**src/rtl/arbitro_barramento.sv**
```systemverilog
// Snoop-bus arbiter and phase sequencer (write-back, broadcast, memory wait) for the MSI system.
// Optional macro ARB_FIXED_PRIORITY_EN selects fixed lowest-index priority instead of round-robin.
module arbitro_barramento #(
  parameter int N_CPU     = 4,
  parameter int WB_CYCLES = 2,
  parameter int MEM_LAT   = 3
) (
  input  logic                       clock,
  input  logic                       reset_n,
  input  logic [N_CPU-1:0]           req,
  input  logic [2*N_CPU-1:0]         req_bus,
  input  logic [N_CPU-1:0]           req_wb,
  output logic [N_CPU-1:0]           grant,
  output logic [$clog2(N_CPU)-1:0]   bus_owner,
  output logic [1:0]                 bus_op,
  output logic                       bus_valid,
  output logic                       wb_active,
  output logic [N_CPU-1:0]           done,
  output logic                       busy
);

  localparam int IW   = $clog2(N_CPU);
  localparam int MAXC = (WB_CYCLES > MEM_LAT) ? WB_CYCLES : MEM_LAT;
  localparam int CW   = $clog2(MAXC + 1);

  typedef enum logic [2:0] {
    S_IDLE  = 3'd0,
    S_GRANT = 3'd1,
    S_WB    = 3'd2,
    S_BCAST = 3'd3,
    S_MEM   = 3'd4,
    S_DONE  = 3'd5
  } state_t;

  state_t            r_state;
  logic [CW-1:0]     r_cnt;
  logic [IW-1:0]     r_owner;
  logic [1:0]        r_op;
  logic              r_wb;
  logic [N_CPU-1:0]  r_grant;
  logic [1:0]        r_bus_op;
  logic              r_bus_valid;
  logic              r_wb_active;
  logic [N_CPU-1:0]  r_done;
  logic              r_busy;
`ifdef ARB_FIXED_PRIORITY_EN
`else
  logic [IW-1:0]     r_rr;
`endif

  logic [N_CPU-1:0]  w_cand;
  logic              w_any;
  logic [IW-1:0]     w_winner;
  logic [1:0]        w_op;
  logic              w_wb;

  function automatic logic [N_CPU-1:0] onehot(input logic [IW-1:0] idx);
    onehot      = '0;
    onehot[idx] = 1'b1;
  endfunction

  // First set bit of v, scanning upward from base and wrapping; base=0 gives fixed priority.
  function automatic logic [IW-1:0] rr_pick(input logic [N_CPU-1:0] v, input logic [IW-1:0] base);
    int idx;
    rr_pick = '0;
    for (int k = N_CPU - 1; k >= 0; k--) begin
      idx = (int'(base) + k) % N_CPU;
      if (v[IW'(idx)]) begin
        rr_pick = IW'(idx);
      end
    end
  endfunction

  // Candidate filtering and winner selection for the IDLE arbitration.
  always_comb begin
    for (int i = 0; i < N_CPU; i++) begin
      w_cand[i] = req[i] & (req_bus[2*i +: 2] != 2'b00);
    end
    w_any = |w_cand;
`ifdef ARB_FIXED_PRIORITY_EN
    w_winner = rr_pick(w_cand, {IW{1'b0}});
`else
    w_winner = rr_pick(w_cand, r_rr);
`endif
    w_op = req_bus[{w_winner, 1'b0} +: 2];
    w_wb = req_wb[w_winner];
  end

  // Transaction FSM with all bus-facing outputs registered alongside the state.
  always_ff @(posedge clock or negedge reset_n) begin
    if (!reset_n) begin
      r_state     <= S_IDLE;
      r_cnt       <= '0;
      r_owner     <= '0;
      r_op        <= 2'b00;
      r_wb        <= 1'b0;
      r_grant     <= '0;
      r_bus_op    <= 2'b00;
      r_bus_valid <= 1'b0;
      r_wb_active <= 1'b0;
      r_done      <= '0;
      r_busy      <= 1'b0;
`ifdef ARB_FIXED_PRIORITY_EN
`else
      r_rr        <= '0;
`endif
    end else begin
      r_done      <= '0;
      r_bus_valid <= 1'b0;
      r_bus_op    <= 2'b00;
      case (r_state)
        S_IDLE: begin
          if (w_any) begin
            r_owner <= w_winner;
            r_op    <= w_op;
            r_wb    <= w_wb;
            r_grant <= onehot(w_winner);
            r_busy  <= 1'b1;
            r_state <= S_GRANT;
          end else begin
            r_grant <= '0;
            r_busy  <= 1'b0;
          end
        end
        S_GRANT: begin
          if (r_wb) begin
            r_cnt       <= CW'(WB_CYCLES - 1);
            r_wb_active <= 1'b1;
            r_state     <= S_WB;
          end else begin
            r_bus_valid <= 1'b1;
            r_bus_op    <= r_op;
            r_state     <= S_BCAST;
          end
        end
        S_WB: begin
          if (r_cnt == {CW{1'b0}}) begin
            r_wb_active <= 1'b0;
            r_bus_valid <= 1'b1;
            r_bus_op    <= r_op;
            r_state     <= S_BCAST;
          end else begin
            r_cnt <= r_cnt - 1'b1;
          end
        end
        S_BCAST: begin
          // Invalidates need no data, so they skip the memory wait.
          if (r_op == 2'b11) begin
            r_done  <= onehot(r_owner);
            r_state <= S_DONE;
          end else begin
            r_cnt   <= CW'(MEM_LAT - 1);
            r_state <= S_MEM;
          end
        end
        S_MEM: begin
          if (r_cnt == {CW{1'b0}}) begin
            r_done  <= onehot(r_owner);
            r_state <= S_DONE;
          end else begin
            r_cnt <= r_cnt - 1'b1;
          end
        end
        S_DONE: begin
          r_grant <= '0;
          r_busy  <= 1'b0;
          r_state <= S_IDLE;
`ifdef ARB_FIXED_PRIORITY_EN
`else
          r_rr    <= (r_owner == IW'(N_CPU - 1)) ? {IW{1'b0}} : r_owner + 1'b1;
`endif
        end
        default: begin
          r_grant     <= '0;
          r_busy      <= 1'b0;
          r_wb_active <= 1'b0;
          r_state     <= S_IDLE;
        end
      endcase
    end
  end

  assign grant     = r_grant;
  assign bus_owner = r_owner;
  assign bus_op    = r_bus_op;
  assign bus_valid = r_bus_valid;
  assign wb_active = r_wb_active;
  assign done      = r_done;
  assign busy      = r_busy;

endmodule

```
**config.mk**
```make
export PLATFORM = sky130hd
export DESIGN_NAME = arbitro_barramento
export DESIGN_NICKNAME = d
export VERILOG_FILES = /design/src/rtl/arbitro_barramento.sv
export SDC_FILE = /design/constraint.sdc
export NUM_CORES = 1
export LEC_CHECK = 0
export ABC_AREA = 1
export CORE_UTILIZATION = 45
export DETAILED_ROUTE_END_ITERATION = 8
export PLACE_DENSITY = 0.78
export SKIP_CTS_REPAIR_TIMING = 1
export SYNTH_ARGS = -nofsm -noshare
export SYNTH_HDL_FRONTEND = slang
export SYNTH_SLANG_ARGS = --single-unit
```
**constraint.sdc**
```tcl
create_clock -name clock -period 1.65 [get_ports clock]
set_input_delay 0.4125 -clock clock [delete_from_list [all_inputs] [get_ports clock]]
set_output_delay 0.4125 -clock clock [all_outputs]
set_load 0.005 [all_outputs]
```
==> flow_summary.json <==
{
  "wl_per_cell_um": 12.5,
  "slew_violations": 0,
  "period_share_pct": 103,
  "design_area_um2": 2290,
  "synthXorXnorAreaFrac_pct": 0,
  "layout_setup_ws_ns": -0.0439,
  "tightest_slew_ns": 0.308,
  "dp_hpwl_um": 2600,
  "worst_ir_drop_vdd_uv": 834,
  "synthesis.area_um2": 1520,
  "ioPinCount": 33,
  "critPathBufInv": 4,
  "p_comb_share_pct": 66.7,
  "holdWs_ns": 0.419,
  "endpoint_kind": "flop",
  "crit_arrival_ns": 1.98,
  "final_nets": 290,
  "clockRootBuffer": "clkbuf_4",
  "grt_max_degree": 26,
  "cts.sinks": 25,
  "cp_top_family": "buffers and inverters",
  "grt_use_total_pct": 21.6,
  "ys_warn_count": 0,
  "power_leakage_nw": 1.37,
  "synth_top_family_by_area": "simple AND/OR/NAND/NOR gates",
  "wl_um": 3870,
  "dieArea_um2": 3610,
  "p_sw_mw": 1.82,
  "synth_area_leaders": "dfrtp_1 41%, nand2_1 15%, inv_1 8.6%, nand3_1 6.6%, o21ai_0 4.9%",
  "max-cap-violations": 0,
  "met1_length_um": 1830,
  "ys_types": 24,
  "grt_overflow_total": 0,
  "crit_fanout": 5,
  "cts_tree": "yes",
  "start_util_pct": 48.6,
  "synth_area_leader_cell": "dfrtp_1",
  "fmax_mhz": 590,
  "final.setup_skew_ns": 0.00453,
  "via_per_inst": 4.90,
  "grt_pass1_wl_um": 5730,
  "grt_pass1_vias": 1268,
  "synth-simple-area-share_pct": 34.0,
  "gp_congestion": 0.811,
  "synth_top_area_share_pct": 41.2,
  "min_path_type": "in -> async",
  "synthMuxAreaShare_pct": 0,
  "slowest_stage": "dfrtp_2",
  "ys_seq_area_share_pct": 41.2,
  "chipHeight_um": 60.1,
  "cts_buffers": 3,
  "worst_slew_margin_rel_pct": 79.5,
  "netlist_instances": 205,
  "violations": "negative setup slack",
  "top_layer_used": "met4",
  "cts_max_path_buffers": 2,
  "wl_met3_um": 107,
  "htree_num_levels": 1,
  "vias": 1518,
  "fin_crit_ns": 1.69,
  "std_cell_rows": 20,
  "p_clk_share_pct": 7.3,
  "antenna_found_initial": 0,
  "clk_pin_slew_ns": 0.13,
  "clk_latency_ns": 0.33,
  "ys_ff_latch": 25,
  "critPathMaxStageDelay_ns": 0.47,
  "diodes": 0,
  "worstPathRequired_ns": 1.93,
  "drive_above_1_share_pct": 30.8,
  "hold_violations": 0,
  "drt_iter0_drc": 62,
  "synth_compound_area_share_pct": 9.30,
  "drtPass1Iterations": 4,
  "switching_share_pct": 47.3,
  "p_seq_share_pct": 26.0,
  "place_area_um2": 2000,
  "met2_length_um": 1880,
  "synthAdderAreaFrac_pct": 4.12,
  "numPortBuffers": 32,
  "power_density_nw_per_um2": 1680,
  "outcome": "complete, but fails checks",
  "synth.avg_cell_area_um2": 7.42,
  "ant_nets": 0,
  "setup_viol": 5,
  "syn_to_final_growth_pct": 50.5,
  "crit_top_cell": "nand2_1",
  "synth_fp_nets": 228,
  "core_area_um2": 3130,
  "finalPower_mw": 3.85,
  "rsz0062_at_grt": "true",
  "p_int_mw": 2.03,
  "die_w_um": 60.1,
  "path_cells": "buf_6 -> nand3_2 -> nand2_2 -> buf_4 -> buf_4 -> o21ai_2 -> buf_4 -> nand2_1 -> nand2_1 -> nand2_1 -> nand2_1",
  "drc": 0,
  "worstSetupPathType": "reg -> reg",
  "crit_path_start_kind": "flop"
}
## cells by family (layout without fill, tap and decap cells)
family / Yosys count / after routing
AOI/OAI and AO/OA: 24 / 24
adders and majority gates: 5 / 5
buffers and inverters: 40 / 101
DFF: 25 / 25
and+or+nand+nor: 111 / 111
## path summary, 6_finish.rpt
check | start | endpoint | slack, ns | cells after the start
max | r_rr[0] | r_wb | -0.04 | 11
min in group clock | r_op[0] | r_op[0] | 0.50 | 2
min reg2reg | r_op[0] | r_op[0] | 0.50 | 2
min | reset_n | r_cnt[1] | 0.42 | 2
max reg2reg | r_rr[0] | r_wb | -0.04 | 11
max in group asynchronous | reset_n | bus_owner[0] | 0.97 | 2
## Yosys cell counts
master,n
a21oi_1,1
a22oi_1,1
a41oi_1,1
buf_6,1
buf_8,1
dfrtp_1,25
ha_1,5
inv_1,35
inv_2,2
inv_6,1
nand2_1,61
nand2_2,6
nand2_4,4
nand3_1,20
nand3_2,2
nand3_4,1
nor2_1,14
nor3_1,3
o211ai_1,1
o21a_1,1
o21ai_0,15
o21ai_2,1
o22ai_1,1
o31ai_1,2
## worst reg2reg max path, stage by stage (launching register included)
cell and delay, ns:
dfrtp_2 0.47, buf_6 0.15, nand3_2 0.07, nand2_2 0.08, buf_4 0.14, buf_4 0.13, o21ai_2 0.20, buf_4 0.17
nand2_1 0.06, nand2_1 0.06, nand2_1 0.04, nand2_1 0.06
## flip-flops by register name, summed over array words and instances (netlist names)
| signal | cells |
|---|---|
| r_cnt | 2 |
| done | 4 |
| grant | 4 |
| bus_valid | 1 |
| bus_owner | 2 |
| r_wb | 1 |
| bus_op | 2 |
| r_state | 3 |
| r_op | 2 |
| r_rr | 2 |
| wb_active | 1 |
| busy | 1 |
## metrics by stage
stage	setup slack [ns]	setup TNS, ns	util [%]	std cells
final	-0.0439	-0.0877	73.2	310
after global routing	-0.143	-0.700	73.2	310
after CTS	-0.135	-0.963	64.7	300
after detailed placement	-0.485	-4.22	63.8	296
after global placement	-0.436	-3.94	63.8	296
after floorplan	0.0628	0	-	205
## placed cells by master, fill, tap and decap left out, drive strengths merged
master / count
nand2: 71
inv: 37
buf: 27
dfrtp: 25
nand3: 23
dlymetal6s2s: 19
o21ai: 16
nor2: 14
clkdlybuf4s50: 13
ha: 5
clkbuf: 4
nor3: 3
o31ai: 2
a22oi: 1
clkinv: 1
o21a: 1
o211ai: 1
a21oi: 1
o22ai: 1
a41oi: 1
## layer usage
layer / vias up / global-route usage, %
met5: - / 0
met4: 0 / 6.64
met3: 7 / 4.76
met2: 32 / 32.3
met1: 713 / 30.8
li1: 766 / -
## power by group through the flow
stage | Clock [mW] | Sequential, mW | Combinational, mW
after floorplan | 0 | 0.981 | 1.48
after global placement | 0 | 1.03 | 2.05
after detailed placement | 0 | 1.03 | 2.11
after CTS | 0.281 | 1.02 | 2.12
after global routing | 0.309 | 1.02 | 2.86
final | 0.281 | 0.999 | 2.57
## layout make-up
class	instances	area, um2
Clock buffer	4	26.3
Fill cell	234	840
Inverter	38	150
Multi-Input combinational cell	140	855
Sequential cell	25	628
Tap cell	44	55.1
Timing Repair Buffer	59	574
Power figures use the tool's default switching activity.
